### config.mk
export PLATFORM = sky130hd
export DESIGN_NAME = control_fsm
export DESIGN_NICKNAME = d
export VERILOG_FILES = /design/src/rtl/control_fsm.sv
export SDC_FILE = /design/constraint.sdc
export NUM_CORES = 1
export LEC_CHECK = 0
export CAP_MARGIN = 20
export CORE_UTILIZATION = 42
export DETAILED_ROUTE_END_ITERATION = 16
export HOLD_SLACK_MARGIN = 0.02
export PLACE_DENSITY = 0.86
export RECOVER_POWER = 100
export SLEW_MARGIN = 20
export SYNTH_ARGS = -nofsm -noshare
export SYNTH_HDL_FRONTEND = slang
export SYNTH_SLANG_ARGS = --single-unit
### constraint.sdc
create_clock -name clk -period 2.87 [get_ports clk]
set_input_delay 0.4305 -clock clk [delete_from_list [all_inputs] [get_ports clk]]
set_output_delay 0.4305 -clock clk [all_outputs]
set_load 0.05 [all_outputs]
### src/rtl/control_fsm.sv
// control_fsm: multi-cycle control unit for the 16-bit datapath.
//
// Fetches instruction words over a request/ready memory handshake.
// Decodes each word into ALU, register-file and memory controls.
// Latches ALU flags into the PSR and resolves conditional branches
// against it. Owns the program counter.
//
// Ports:
//   clk, reset           clock; synchronous active-high reset
//   mem_*                instruction/data memory handshake
//                        (req/we/addr/wdata out; rdata/ready in)
//   rf_ra, rf_rb         register-file read addresses (ir[11:8], ir[3:0])
//   rf_rdata_a/b         read data, valid one cycle after the address
//   rf_we/wa/wdata       register-file write port
//   alu_opcode,
//   alu_carry_in         ALU control; ALU operands are rf_rdata_a/b
//   alu_result,
//   alu_flags            ALU outputs, flags = {N, Z, F, L, C}
//   pc, psr              architectural program counter and status
//   halted               invalid instruction trapped
module control_fsm #(
  parameter logic [15:0] RESET_PC = 16'h0000
) (
  input  logic        clk,
  input  logic        reset,
  input  logic [15:0] mem_rdata,
  input  logic        mem_ready,
  output logic        mem_req,
  output logic        mem_we,
  output logic [15:0] mem_addr,
  output logic [15:0] mem_wdata,
  output logic [3:0]  rf_ra,
  output logic [3:0]  rf_rb,
  input  logic [15:0] rf_rdata_a,
  input  logic [15:0] rf_rdata_b,
  output logic        rf_we,
  output logic [3:0]  rf_wa,
  output logic [15:0] rf_wdata,
  output logic [15:0] alu_opcode,
  output logic        alu_carry_in,
  input  logic [15:0] alu_result,
  input  logic [4:0]  alu_flags,
  output logic [15:0] pc,
  output logic [4:0]  psr,
  output logic        halted
);

  typedef enum logic [2:0] {
    S_FETCH,
    S_DECODE,
    S_EXECUTE,
    S_MEM,
    S_HALT
  } state_t;

  localparam logic [3:0] OP_RTYPE = 4'h0;
  localparam logic [3:0] OP_MEM   = 4'h4;
  localparam logic [3:0] OP_ADDI  = 4'h5;
  localparam logic [3:0] OP_SHIFT = 4'h8;
  localparam logic [3:0] OP_SUBI  = 4'h9;
  localparam logic [3:0] OP_CMPI  = 4'hB;
  localparam logic [3:0] OP_BCOND = 4'hC;
  localparam logic [3:0] OP_SETI  = 4'hD;

  localparam logic [3:0] EXT_LOAD = 4'h0;
  localparam logic [3:0] EXT_STOR = 4'h4;
  localparam logic [3:0] EXT_ADD  = 4'h5;
  localparam logic [3:0] EXT_ADDC = 4'h7;
  localparam logic [3:0] EXT_CMP  = 4'hB;

  state_t             state, state_next;
  logic [15:0]        ir, ir_next;
  logic [15:0]        pc_next;
  logic [4:0]         psr_next;

  logic [3:0]         major, ext;
  logic               is_alu, is_load, is_stor, is_bcond, is_addc, writes_rf;
  logic signed [15:0] disp;

  // Branch condition evaluated against the latched flags {N, Z, F, L, C}.
  function automatic logic cond_taken(input logic [3:0] cond, input logic [4:0] f);
    logic c, l, o, z, n;
    c = f[0];
    l = f[1];
    o = f[2];
    z = f[3];
    n = f[4];
    case (cond)
      4'h0:    cond_taken = z;
      4'h1:    cond_taken = !z;
      4'h2:    cond_taken = c;
      4'h3:    cond_taken = !c;
      4'h4:    cond_taken = l;
      4'h5:    cond_taken = !l;
      4'h6:    cond_taken = n;
      4'h7:    cond_taken = !n;
      4'h8:    cond_taken = o;
      4'h9:    cond_taken = !o;
      4'hA:    cond_taken = n | z;
      4'hB:    cond_taken = !n & !z;
      4'hC:    cond_taken = l | z;
      4'hD:    cond_taken = !l & !z;
      4'hE:    cond_taken = 1'b1;
      default: cond_taken = 1'b0;
    endcase
  endfunction

  assign major = ir[15:12];
  assign ext   = ir[7:4];

  assign is_alu    = (major == OP_RTYPE) || (major == OP_ADDI) || (major == OP_SHIFT) ||
                     (major == OP_SUBI)  || (major == OP_CMPI) || (major == OP_SETI);
  assign is_load   = (major == OP_MEM) && (ext == EXT_LOAD);
  assign is_stor   = (major == OP_MEM) && (ext == EXT_STOR);
  assign is_bcond  = (major == OP_BCOND);
  assign is_addc   = (major == OP_RTYPE) && (ext == EXT_ADDC);
  // Compares only update flags; they never write a register.
  assign writes_rf = !(((major == OP_RTYPE) && (ext == EXT_CMP)) || (major == OP_CMPI));

  assign disp = {{8{ir[7]}}, ir[7:0]};

  // Register addresses follow ir from DECODE onward, so the read data is
  // valid by EXECUTE and stays valid through MEM.
  assign rf_ra = ir[11:8];
  assign rf_rb = ir[3:0];
  assign rf_wa = ir[11:8];

  // ADDC is presented to the ALU as ADD with the latched carry fed in.
  assign alu_opcode   = is_addc ? {ir[15:8], EXT_ADD, ir[3:0]} : ir;
  assign alu_carry_in = is_addc & psr[0];

  assign halted = (state == S_HALT);

  always_ff @(posedge clk) begin
    if (reset) begin
      state <= S_FETCH;
      pc    <= RESET_PC;
      ir    <= '0;
      psr   <= '0;
    end else begin
      state <= state_next;
      pc    <= pc_next;
      ir    <= ir_next;
      psr   <= psr_next;
    end
  end

  always_comb begin
    state_next = state;
    ir_next    = ir;
    pc_next    = pc;
    psr_next   = psr;
    mem_req    = 1'b0;
    mem_we     = 1'b0;
    mem_addr   = pc;
    mem_wdata  = rf_rdata_a;
    rf_we      = 1'b0;
    rf_wdata   = alu_result;

    case (state)
      // FETCH: read instruction at pc, hold request until ready.
      S_FETCH: begin
        mem_req = 1'b1;
        if (mem_ready) begin
          ir_next    = mem_rdata;
          state_next = S_DECODE;
        end
      end

      // DECODE: register addresses presented; read data arrives next cycle.
      S_DECODE: state_next = S_EXECUTE;

      // EXECUTE: ALU result and flags are consumed combinationally.
      S_EXECUTE: begin
        if (is_alu) begin
          rf_we      = writes_rf;
          psr_next   = alu_flags;
          pc_next    = pc + 16'd1;
          state_next = S_FETCH;
        end else if (is_bcond) begin
          pc_next    = cond_taken(ir[11:8], psr) ? pc + $unsigned(disp) : pc + 16'd1;
          state_next = S_FETCH;
        end else if (is_load || is_stor) begin
          state_next = S_MEM;
        end else begin
          state_next = S_HALT;
        end
      end

      // MEM: data access addressed by Rsrc; loads write back on the ready cycle.
      S_MEM: begin
        mem_req  = 1'b1;
        mem_we   = is_stor;
        mem_addr = rf_rdata_b;
        rf_wdata = mem_rdata;
        if (mem_ready) begin
          rf_we      = is_load;
          pc_next    = pc + 16'd1;
          state_next = S_FETCH;
        end
      end

      // HALT: absorbing; pc keeps pointing at the offending word.
      S_HALT: state_next = S_HALT;

      default: state_next = S_FETCH;
    endcase

    // Reset aborts any in-flight access in the same cycle.
    if (reset) begin
      mem_req = 1'b0;
      mem_we  = 1'b0;
      rf_we   = 1'b0;
    end
  end

endmodule

==> impl_metrics.tcl <==
set metrics [dict create \
    overflow 0 \
    synthAdderAreaFrac 0.0613 \
    fin_skew_ns 0.00716 \
    grt_pass1_wl_microns 16800 \
    die-area_sq_mm 0.00892 \
    h-tree-depth 2 \
    status "completed" \
    finalSetupTns_ns 0 \
    max_cap_violations 0 \
    grt_pass1_vias 3439 \
    arrival_ns 2.28 \
    synth_edf_count 0 \
    synth-compound-area-share 0.188 \
    synth_area_per_cell_sq_um 8.10 \
    dp.cells 630 \
    hold_viol 0 \
    slew_headroom 0.130 \
    critical_path_required_ns 2.44 \
    setup_slack_ns 0.156 \
    drc_errors 0 \
    start_util 0.435 \
    rows 33 \
    synthMostInstantiatedCell "nand2_1" \
    final_cells 638 \
    hold_class "reg -> reg" \
    antenna_found_initial 0 \
    fmax_mhz 368 \
    path_clk_slew_ns 0.08 \
    yosysSeqAreaShare 0.223 \
    viasPerCell 5.82 \
    core_sq_mm 0.00826 \
    wirelength_microns 10900 \
    final_area_sq_mm 0.00471 \
    yosysTopAreaCellShare 0.223 \
    yosys_warnings 0 \
    nNetsFinal 621 \
    grt_use_total 0.237 \
    cts_made_buffers 5 \
    setup_viol 0 \
    synth_xor_area_frac 0.0464 \
    final_max_slew_viol_count 0 \
    ant_nets 0 \
    placed_cell_area_sq_mm 0.00472 \
    portBuffers 141 \
    top_level_ports 174 \
    dp_hpwl_microns 8190 \
    total_power_mw 2.01 \
    syn-instance-count 443 \
    drive_gt1_frac 0.158 \
    postSynthNetCount 532 \
    via_count 3711 \
    clock_latency_ns 0.30 \
    yosys.area.top_type "dfxtp_1" \
    syn-cell-area_sq_mm 0.00359 \
    crit_fanout 23 \
    yosys-top-cells-area "dfxtp_1 22%, mux2_2 10%, buf_4 9.6%, nand2_1 6.1%, ha_1 5.6%" \
    p_per_area_mw_per_mm2 426 \
    synth-seq-cells 40 \
    post_drt_wl_per_cell_microns 17.2 \
    pre_cts_ws_ns 0.305 \
    routabilityCongestion 0.897 \
    clockBufferDepth 2 \
    fin_hold_ws_ns 0.508 \
    grt_max_degree 37 \
    drt_pre_antenna_iters 4 \
    finalCriticalPeriod_ns 2.71 \
    drt_iter0_drc 205 \
    yosys_most_used_dff "dfxtp_1" \
    cts_tree "done" \
    area_growth_pct 31.2 \
    die_y_microns 94.5 \
    start_kind "register" \
    ir_worst_vdd_v 0.000304 \
    end_kind "primary output" \
    rsz0062_at_grt "no" \
    synth-simple-area-share 0.225 \
    final_util 0.570 \
    die-width_microns 94.5 \
    min_period_over_period 0.946 \
    cts_root_buf "clkbuf_8" \
    crit_type "reg -> out" \
    synth_top_family_by_area "simple AND/OR/NAND/NOR gates" \
    diodes 0 \
    clock-sinks 40 \
    netlist_top_cells_count "58 x nand2_1, 46 x buf_4, 40 x dfxtp_1" \
    p_leak_nw 2.01 \
    synth.area.mux_share 0.123 \
    synthDistinctLibCells 65 \
    worst_pin_slew_ns 1.29 \
    async_flop_share 0 \
]
==> power by group <==
group,switching (mW),internal [mW],total [mW]
Combinational,0.555,0.304,0.859
Sequential,0.0845,0.595,0.680
Clock,0.211,0.257,0.468
Total,0.850,1.16,2.01
==> registers in the layout, indices dropped and copies added, names as in the netlist <==
name   flops
ir        16
pc        16
psr        5
state      3
==> per-layer routing <==
layer  share of wire  up-vias  global-route usage
li1                -     1780                   -
met5               0        -                   0
met3           0.057       18              0.0403
met1            0.43     1775               0.308
met2            0.50      138               0.406
met4           0.014        0              0.0581
==> final timing paths <==
path / startpoint / end / slack (ns) / depth (start not counted)
worst max-delay path: state[2] / rf_wdata[14] / 0.16 / 4
worst min-delay path: ir[0] / ir[0] / 0.51 / 2
worst max register to register: ir[9] / pc[10] / 0.23 / 7
worst min register to register: ir[0] / ir[0] / 0.51 / 2
==> area by class of cell <==
cell class                 instances  area, sq um
multi-input combinational        326         2320
tap                              105          131
clock buffer                       5         68.8
inverter                           8         30.0
timing repair buffer             151         1320
fill                             753         3550
sequential                        40          801
clock inverter                     3         42.5
==> worst max-delay path, cell delays in order, from the launching register on <==
cell and delay, ns:
dfxtp_1 0.51, nand3b_4 0.33, buf_2 0.50, mux2_2 0.44, buf_4 0.20
==> layout by cell type (no fill, tap or decap), types with 14 or more instances in the layout <==
master           netlist  final
nand2_1               58     58
clkdlybuf4s50_1        0     54
dlygate4sd3_1          0     51
dfxtp_1               40     40
a21oi_1               34     34
mux2_2                32     30
buf_2                  3     18
nor2_1                16     16
ha_1                  16     16
buf_4                 46     14
==> timing repair <==
| item | 4_1_cts | 5_1_grt |
|---|---|---|
| hold buffers | 0 | 0 |
| gates resized for setup | 0 | 1 |
| buffers inserted | 0 | 0 |
| setup endpoints to repair | 0 | 1 |
==> logic make-up after synthesis <==
kind of cell / after synthesis
AOI/OAI and AO/OA: 99
xor gates and xnor gates: 19
adders and majority gates: 17
DFF: 40
muxes: 40
buffers and inverters: 77
and+or+nand+nor: 151
Note: power is estimated with default switching activity, not from simulation.
